--- config.mk ---
export PLATFORM = sky130hd
export DESIGN_NAME = pcie_drp_master
export DESIGN_NICKNAME = d
export VERILOG_FILES = /design/src/rtl/pcie_drp_pkg.sv /design/src/rtl/pcie_drp_timer.sv /design/src/rtl/pcie_drp_master.sv
export SDC_FILE = /design/constraint.sdc
export NUM_CORES = 1
export LEC_CHECK = 0
export ABC_AREA = 1
export ABC_CLOCK_PERIOD_IN_PS = 1300
export BUFFER_PORTS_ARGS = -buffer_cell sky130_fd_sc_hd__buf_2
export CAP_MARGIN = 20
export CORE_ASPECT_RATIO = 1.1
export CORE_MARGIN = 4
export CORE_UTILIZATION = 36
export DETAILED_ROUTE_END_ITERATION = 16
export HOLD_SLACK_MARGIN = 0.05
export SYNTH_ARGS = -nofsm -noshare
export SYNTH_HDL_FRONTEND = slang
export SYNTH_SLANG_ARGS = --single-unit
--- constraint.sdc ---
create_clock -name clk -period 1.3 [get_ports clk]
set_input_delay 0.195 -clock clk [delete_from_list [all_inputs] [get_ports clk]]
set_output_delay 0.195 -clock clk [all_outputs]
set_load 0.05 [all_outputs]
--- src/rtl/pcie_drp_pkg.sv ---
// rtl/pcie_drp_pkg.sv - shared widths, op and state encodings for the PCIE_2_1 DRP master
package pcie_drp_pkg;

    localparam int DRP_ADDR_W = 9;
    localparam int DRP_DATA_W = 16;

    // Encoding 2'd3 is reserved and is decoded as OP_READ at command accept.
    typedef enum logic [1:0] {
        OP_READ  = 2'd0,
        OP_WRITE = 2'd1,
        OP_RMW   = 2'd2
    } drp_op_e;

    typedef enum logic [2:0] {
        ST_IDLE,
        ST_RD_STB,
        ST_RD_WAIT,
        ST_WR_STB,
        ST_WR_WAIT,
        ST_RESP
    } drp_state_e;

endpackage

--- src/rtl/pcie_drp_timer.sv ---
// rtl/pcie_drp_timer.sv - clearable saturating wait counter with terminal flag
//
// Ports:
//   clk, rst_n  clock and async active-low reset
//   clr_i       return the count to zero
//   inc_i       count one waiting cycle
//   expire_o    this increment brings the count to LIMIT
module pcie_drp_timer #(
    parameter int LIMIT = 64,
    parameter int W     = $clog2(LIMIT + 1)
) (
    input  logic clk,
    input  logic rst_n,
    input  logic clr_i,
    input  logic inc_i,
    output logic expire_o
);

    logic [W-1:0] cnt_q;
    logic [W-1:0] cnt_d;

    always_comb begin
        cnt_d = cnt_q;
        if (clr_i) begin
            cnt_d = '0;
        end else if (inc_i && (cnt_q != W'(LIMIT))) begin
            cnt_d = cnt_q + W'(1);
        end
    end

    always_ff @(posedge clk or negedge rst_n) begin
        if (!rst_n) begin
            cnt_q <= '0;
        end else begin
            cnt_q <= cnt_d;
        end
    end

    // Flag is raised combinationally so the master can leave WAIT in the
    // same cycle the count would reach LIMIT.
    assign expire_o = inc_i && (cnt_q == W'(LIMIT - 1));

endmodule

--- src/rtl/pcie_drp_master.sv ---
// rtl/pcie_drp_master.sv - command sequencer driving the PCIE_2_1 DRP port
//
// Ports:
//   clk, rst_n                          DRP clock, async active-low reset
//   cmd_valid/cmd_ready                 command handshake
//   cmd_op/cmd_addr/cmd_wdata/cmd_mask  READ/WRITE/RMW command fields
//   rsp_valid/rsp_ready                 response handshake
//   rsp_data/rsp_timeout                value read (0 for WRITE) and timeout flag
//   drp_addr/drp_di/drp_en/drp_we       to DRPADDR/DRPDI/DRPEN/DRPWE
//   drp_do/drp_rdy                      from DRPDO/DRPRDY
//   stray_rdy                           sticky: drp_rdy seen with no access waiting
module pcie_drp_master
    import pcie_drp_pkg::*;
#(
    parameter int TIMEOUT_CYCLES = 64
) (
    input  logic                  clk,
    input  logic                  rst_n,
    input  logic                  cmd_valid,
    output logic                  cmd_ready,
    input  logic [1:0]            cmd_op,
    input  logic [DRP_ADDR_W-1:0] cmd_addr,
    input  logic [DRP_DATA_W-1:0] cmd_wdata,
    input  logic [DRP_DATA_W-1:0] cmd_mask,
    output logic                  rsp_valid,
    input  logic                  rsp_ready,
    output logic [DRP_DATA_W-1:0] rsp_data,
    output logic                  rsp_timeout,
    output logic [DRP_ADDR_W-1:0] drp_addr,
    output logic [DRP_DATA_W-1:0] drp_di,
    output logic                  drp_en,
    output logic                  drp_we,
    input  logic [DRP_DATA_W-1:0] drp_do,
    input  logic                  drp_rdy,
    output logic                  stray_rdy
);

    drp_state_e            state_q, state_d;
    drp_op_e               op_q, op_d;
    logic [DRP_ADDR_W-1:0] addr_q, addr_d;
    logic [DRP_DATA_W-1:0] wdata_q, wdata_d;
    logic [DRP_DATA_W-1:0] mask_q, mask_d;
    logic [DRP_DATA_W-1:0] di_q, di_d;
    logic [DRP_DATA_W-1:0] data_q, data_d;
    logic                  tmo_q, tmo_d;
    logic                  stray_q, stray_d;
    logic                  tmr_clr, tmr_inc, tmr_expire;

    pcie_drp_timer #(
        .LIMIT(TIMEOUT_CYCLES)
    ) u_timer (
        .clk     (clk),
        .rst_n   (rst_n),
        .clr_i   (tmr_clr),
        .inc_i   (tmr_inc),
        .expire_o(tmr_expire)
    );

    always_comb begin
        state_d = state_q;
        op_d    = op_q;
        addr_d  = addr_q;
        wdata_d = wdata_q;
        mask_d  = mask_q;
        di_d    = di_q;
        data_d  = data_q;
        tmo_d   = tmo_q;
        stray_d = stray_q;
        tmr_clr = 1'b0;
        tmr_inc = 1'b0;

        unique case (state_q)
            ST_IDLE: begin
                if (cmd_valid) begin
                    addr_d  = cmd_addr;
                    wdata_d = cmd_wdata;
                    mask_d  = cmd_mask;
                    // Response fields start cleared so a read timeout reports 0.
                    data_d  = '0;
                    tmo_d   = 1'b0;
                    if (cmd_op == 2'd1) begin
                        op_d    = OP_WRITE;
                        di_d    = cmd_wdata;
                        state_d = ST_WR_STB;
                    end else begin
                        op_d    = (cmd_op == 2'd2) ? OP_RMW : OP_READ;
                        state_d = ST_RD_STB;
                    end
                end
            end
            ST_RD_STB: begin
                tmr_clr = 1'b1;
                state_d = ST_RD_WAIT;
            end
            ST_RD_WAIT: begin
                if (drp_rdy) begin
                    data_d = drp_do;
                    if (op_q == OP_RMW) begin
                        di_d    = (drp_do & ~mask_q) | (wdata_q & mask_q);
                        state_d = ST_WR_STB;
                    end else begin
                        state_d = ST_RESP;
                    end
                end else begin
                    tmr_inc = 1'b1;
                    if (tmr_expire) begin
                        tmo_d   = 1'b1;
                        state_d = ST_RESP;
                    end
                end
            end
            ST_WR_STB: begin
                tmr_clr = 1'b1;
                state_d = ST_WR_WAIT;
            end
            ST_WR_WAIT: begin
                if (drp_rdy) begin
                    state_d = ST_RESP;
                end else begin
                    tmr_inc = 1'b1;
                    if (tmr_expire) begin
                        tmo_d   = 1'b1;
                        state_d = ST_RESP;
                    end
                end
            end
            ST_RESP: begin
                if (rsp_ready) begin
                    state_d = ST_IDLE;
                end
            end
            default: begin
                state_d = ST_IDLE;
            end
        endcase

        // Only the WAIT states expect drp_rdy; a rdy on the strobe cycle
        // itself or after a timeout is unsolicited.
        if (drp_rdy && (state_q != ST_RD_WAIT) && (state_q != ST_WR_WAIT)) begin
            stray_d = 1'b1;
        end
    end

    always_ff @(posedge clk or negedge rst_n) begin
        if (!rst_n) begin
            state_q <= ST_IDLE;
            op_q    <= OP_READ;
            addr_q  <= '0;
            wdata_q <= '0;
            mask_q  <= '0;
            di_q    <= '0;
            data_q  <= '0;
            tmo_q   <= 1'b0;
            stray_q <= 1'b0;
        end else begin
            state_q <= state_d;
            op_q    <= op_d;
            addr_q  <= addr_d;
            wdata_q <= wdata_d;
            mask_q  <= mask_d;
            di_q    <= di_d;
            data_q  <= data_d;
            tmo_q   <= tmo_d;
            stray_q <= stray_d;
        end
    end

    // Gated by rst_n so cmd_ready is low throughout reset and high in the
    // very first cycle after release.
    assign cmd_ready   = rst_n && (state_q == ST_IDLE);
    assign drp_en      = (state_q == ST_RD_STB) || (state_q == ST_WR_STB);
    assign drp_we      = (state_q == ST_WR_STB);
    assign rsp_valid   = (state_q == ST_RESP);
    assign rsp_data    = data_q;
    assign rsp_timeout = tmo_q;
    assign drp_addr    = addr_q;
    assign drp_di      = di_q;
    assign stray_rdy   = stray_q;

endmodule

=== After elaboration in Yosys (flattened, before gate mapping) ===
Cells that the tools add are included.

* Input bits: 64
* Output and inout port bits: 47
* Logic and storage cells: 78
* Register bits after elaboration: 87

* Bitwise operators: 4
* Equality and inequality tests: 19
* Muxes and demuxes: 27
* Reductions and logical operators: 17
* Add/subtract/negate cells: 1

{| class="wikitable"
|+ Operators with widths
! cell !! count
|-
| 2-to-1 mux 16 bit || 6
|-
| case mux 16 bit (2 select lines) || 2
|-
| bitwise AND 16 bit || 2
|-
| 2-to-1 mux 3 bit || 6
|-
| case mux 3 bit (6 select lines) || 1
|-
| NOT 16 bit || 1
|-
| bitwise OR 16 bit || 1
|-
| 2-to-1 mux 7 bit || 2
|-
| inequality test 2 bit, second input constant || 5
|-
| adder 7 x 1 -> 7 bit, second input constant || 1
|-
| equality test 7 x 6 -> 1 bit, second input constant || 1
|-
| inequality test 7 bit, second input constant || 1
|-
| equality test 3 x 2 -> 1 bit, second input constant || 2
|-
| equality test 3 bit, second input constant || 2
|-
| 2-to-1 mux 1 bit || 6
|-
| 2-to-1 mux 2 bit || 3
|-
| nonzero test 2 bit || 3
|-
| logical AND 1 bit || 5
|-
| AND reduction 5 bit || 1
|-
| equality test 2 bit, second input constant || 2
|-
| inequality test 2 x 1 -> 1 bit, second input constant || 2
|-
| AND reduction 2 bit || 2
|-
| AND reduction 4 bit || 1
|-
| OR reduction 2 bit || 2
|-
| 8 further kinds || 8
|}

=== Depth between registers and ports, before layout ===
* Word-level depth: 7
* Depth in mapped cells: 9
* Depth with buffers taken out: 8

=== Hierarchy ===
From an unflattened synthesis, not the netlist that was laid out.

* Cells, all modules: 519
* Area, all modules: 4,117.7 um2

{| class="wikitable"
|+ By module, submodules not included
! module !! cells each !! seq. area each (um2) !! area each (um2) !! instances
|-
| pcie_drp_master || 461 || 2,001.9 || 3,684.8 || 1
|-
| pcie_drp_timer || 58 || 175.2 || 432.9 || 1
|}

=== Worst setup path before layout ===
No wires, ideal clock.

* Kind: register to register
* Start: reg state_q[2]
* End: reg state_q[1]
* Data required time: 1.185 ns
* Setup slack: -0.759 ns
* Clock period less this slack: 2.059 ns
* Cell stages (with the launch flop): 6
* Arrival time: 1.945 ns
* Buffers on the path: 0
* Library setup time: 0.115 ns
* Cell sequence: dfrtp_1 -> inv_2 -> nor3_1 -> a21oi_1 -> nand2_1 -> inv_1

* Elaborated cells on any way between the ends: 16
* Classes of those cells: eq/ne: 7; mux: 5; reduce/logical: 4

{| class="wikitable"
|+ RTL lines
! what !! RTL line !! source
|-
| start: declaration || pcie_drp_master.sv:38 || <nowiki>drp_state_e state_q, state_d;</nowiki>
|-
| start signal: assignment || pcie_drp_master.sv:156 || <nowiki>state_q <= state_d;</nowiki>
|-
| equality test 3 bit (*) || - ||
|-
| net rsp_valid || pcie_drp_master.sv:25 || <nowiki>output logic rsp_valid,</nowiki>
|-
| inequality test 2 x 1 -> 1 bit (no line) || - ||
|-
| AND reduction 2 bit (no line) || - ||
|}

Mark *: on every way through the listed nets, which the timed path passes. The rest lies on a longest branch.
A chain may end at the register's enable or synchronous reset.

=== Final worst setup path ===
* Start: reg state_q[1]
* End: out rsp_valid

* Longest elaborated chain between the ends: 1

{| class="wikitable"
|+ Ends and longest elaborated chain
! what !! RTL line !! source
|-
| equality test 3 bit || pcie_drp_master.sv:173 || <nowiki>assign rsp_valid = (state_q == ST_RESP);</nowiki>
|-
| end: declaration || pcie_drp_master.sv:25 ||
|}

No other way between the ends.

==> results.md <==
- CTS tree: done
- Global-route wire length before repair: 19050 µm
- Post-DP HPWL: between 7000 and 8000 µm
- DR vias: just under 4000
- Vias per Instance: roughly 4.7
- Post-Syn Instances: 500
- Number of global-route vias before repair: 3856
- Fraction of layout cells with a size suffix above 1: 0.4030
- Die Width: 109.2 µm
- Clk root buf: clkbuf_16
- Most frequent cells in the layout: nand2_1 (147), buf_2 (105), dfrtp_1 (86), nand2_2 (53), inv_1 (44)
- Worst min path class: in2reg
- First-pass DRT Iterations: 4
- Residual DRC count: 0
- Pwr per Cell Area: 2659 nW/µm²
- Syn-to-layout area delta: 49.61%
- Lkg Pwr: 3.197 nW
- Post-route cell area: slightly above 6000 µm²
- Worst Path Arrival: 1360 ps
- Num CTS Buffers: 9
- Ant diodes: 0
- Syn_nets: 566
- Hold Path Depth: 3
- Fmax: around 0.64 GHz
- Pins over their slew limit: 0
- Number of max-cap violations: 0
- Number of buffers added on ports: 110
- Crit Path Class: reg2out
- Mean Syn Cell Area: 8.110 µm²
- Dpl cells: roughly 770
- Worst-path clk slew: ~60 ps
- Footprint of the multi-input gates: 1815 µm²
- Post-Place Cell Area: 5010 µm²
- Initial DRC Count: 209
- Core Rows: 40
- Max-slew headroom: 0.6773
- Core footprint: 10960 µm²
- Clk sinks: 87
- Final nets: 731
- Clk_lat worst skew: roughly 340 ps
- Worst-Margin Slew: around 480 ps
- Largest area contributor in the netlist: dfrtp_1
- GRT Total Usage: 0.1863
- Period utilization: 1.200
- Sequential Area: 2178 µm²
- Worst hold slack: slightly above 50 ps
- Failing checks: negative setup slack
- CP startpoint kind: flip-flop
- FF-to-FF path depth: 9
- Die Area: between 10000 and 15000 µm²
- # setup viols final: 89
- Final Skew: 5.301 ps
- Yosys Warn Count: 0
- Critical Path RT: ~1100 ps
- Clock buffer depth: 2
- Synth Cell Area: 4055 µm²
- Crit path max fanout: 4
- Top Ports: 111
- Min Tclk post-route: ~1600 ps
- Yosys reg bits: slightly below 90
- Status: complete, but fails checks
- Largest net degree at the start of global routing: slightly below 90
- Layout Cells excl Fill: 817
- Most common cell after layout, fill and taps aside: nand2_1
- H-tree Lvls: 3
- Tot Pwr: about 0.016 W
- Share of the synthesized area in the top cell type: 0.5369
- Die Height: 119.3 µm
- Routability cong.: 0.7968
- DRT Wirelength: 12040 µm
- Unique masters post-synth: 27
- DR WL/cell: around 15 µm
- Ranking of synthesized cells by area: dfrtp_1 (54%), nand2_1 (19%), inv_1 (4.4%)
- Post-detailed-route count of antenna-violating nets: 0
- Grt ovf: 0
- RSZ-0062 raised after global routing: true
- Initial Util: 0.3700
- Initial antenna violation count: 0
- Post-synthesis sequential area ratio: 0.5369
- Max rail drop VDD: 0.001035 V
- Final hold viol count: 0
- Final worst setup slack: -259.4 ps
- Critical path endpoint category: output port
- # fillers: 1040
## registers in the layout (all words and copies together) (netlist names)
register and flops:
drp_di 16, mask_q 16, rsp_data 16, wdata_q 16
drp_addr 9, u_timer.cnt_q 7, state_q 3, op_q 2
rsp_timeout 1, stray_rdy 1
## Yosys cell counts, drive strengths merged
master and number:
clkbuf 3, inv 52, a21boi 16, xor2 3, a21o 1, nand2 204
o21bai 1, buf 16, nand4 3, nor2 23, nor3 1, a21oi 3
nand3 26, ha 2, dfrtp 87, o21ai 59
## critical path: stages (launching register included)
cell and delay, ps:
dfrtp_2 450, buf_4 180, nor3_4 210, buf_6 190
## routing by layer
metal,share of wire,up-vias,global-route usage,wire (µm)
met3,0.054,13,0.02873,648
met2,0.49,111,0.3015,5860
met1,0.45,1821,0.2508,5371
li1,-,1903,-,-
met5,0,-,0,0
met4,0.013,0,0.06937,160
## power breakdown
part	internal, W	total, W	leakage, nW	switching [W]
Clock	0.00150	0.00255	0.145	0.00105
Sequential	0.00391	0.00474	1.11	0.000835
Combinational	0.00329	0.00884	1.94	0.00555
Total	0.00870	0.0161	3.20	0.00744
## logic make-up after synthesis
group           Yosys count  share of synthesized area
simple gates            257                     0.2583
flops                    87                     0.5369
compound gates           80                     0.1145
buf+inv                  71                    0.07775
xor+xnor                  3                   0.006481
fa+ha+maj                 2                   0.006170
## per-stage QoR
stage,setup TNS [ps],setup WS [ps],util
floorplan,-2951,-133.0,-
global placement,-2255,-76.24,0.4571
detailed placement,-3952,-112.2,0.4571
CTS,-11910,-243.8,0.5374
global route,-21200,-315.0,0.5535
finish,-16460,-259.4,0.5535
## final timing paths
path	startpoint	end	slack [ps]
max	state_q[1]	rsp_valid	-260
min	cmd_addr[2]	drp_addr[2]	50
max reg2reg	state_q[1]	drp_di[15]	-230
min reg2reg	drp_addr[6]	drp_addr[6]	470
max in group asynchronous	rst_n	stray_rdy	400
min in group asynchronous	rst_n	drp_addr[1]	510
## what timing repair did
action	4_1_cts	5_1_grt
setup endpoints to repair	90	91
pin swaps	14	12
endpoints found under the hold margin	92	0
hold buffers	6	0
resized for setup	107	37
setup buffers	13	7
gates cloned	5	2
## final cells by class
cell class / count / area share
clock inverter: 2 / 0.002062
clock buffer: 14 / 0.04681
multi-input combinational: 342 / 0.2992
sequential: 87 / 0.3590
timing repair buffer: 173 / 0.2283
inverter: 52 / 0.03423
tap: 147 / 0.03032
No activity file was read; power rests on OpenSTA's default activity.
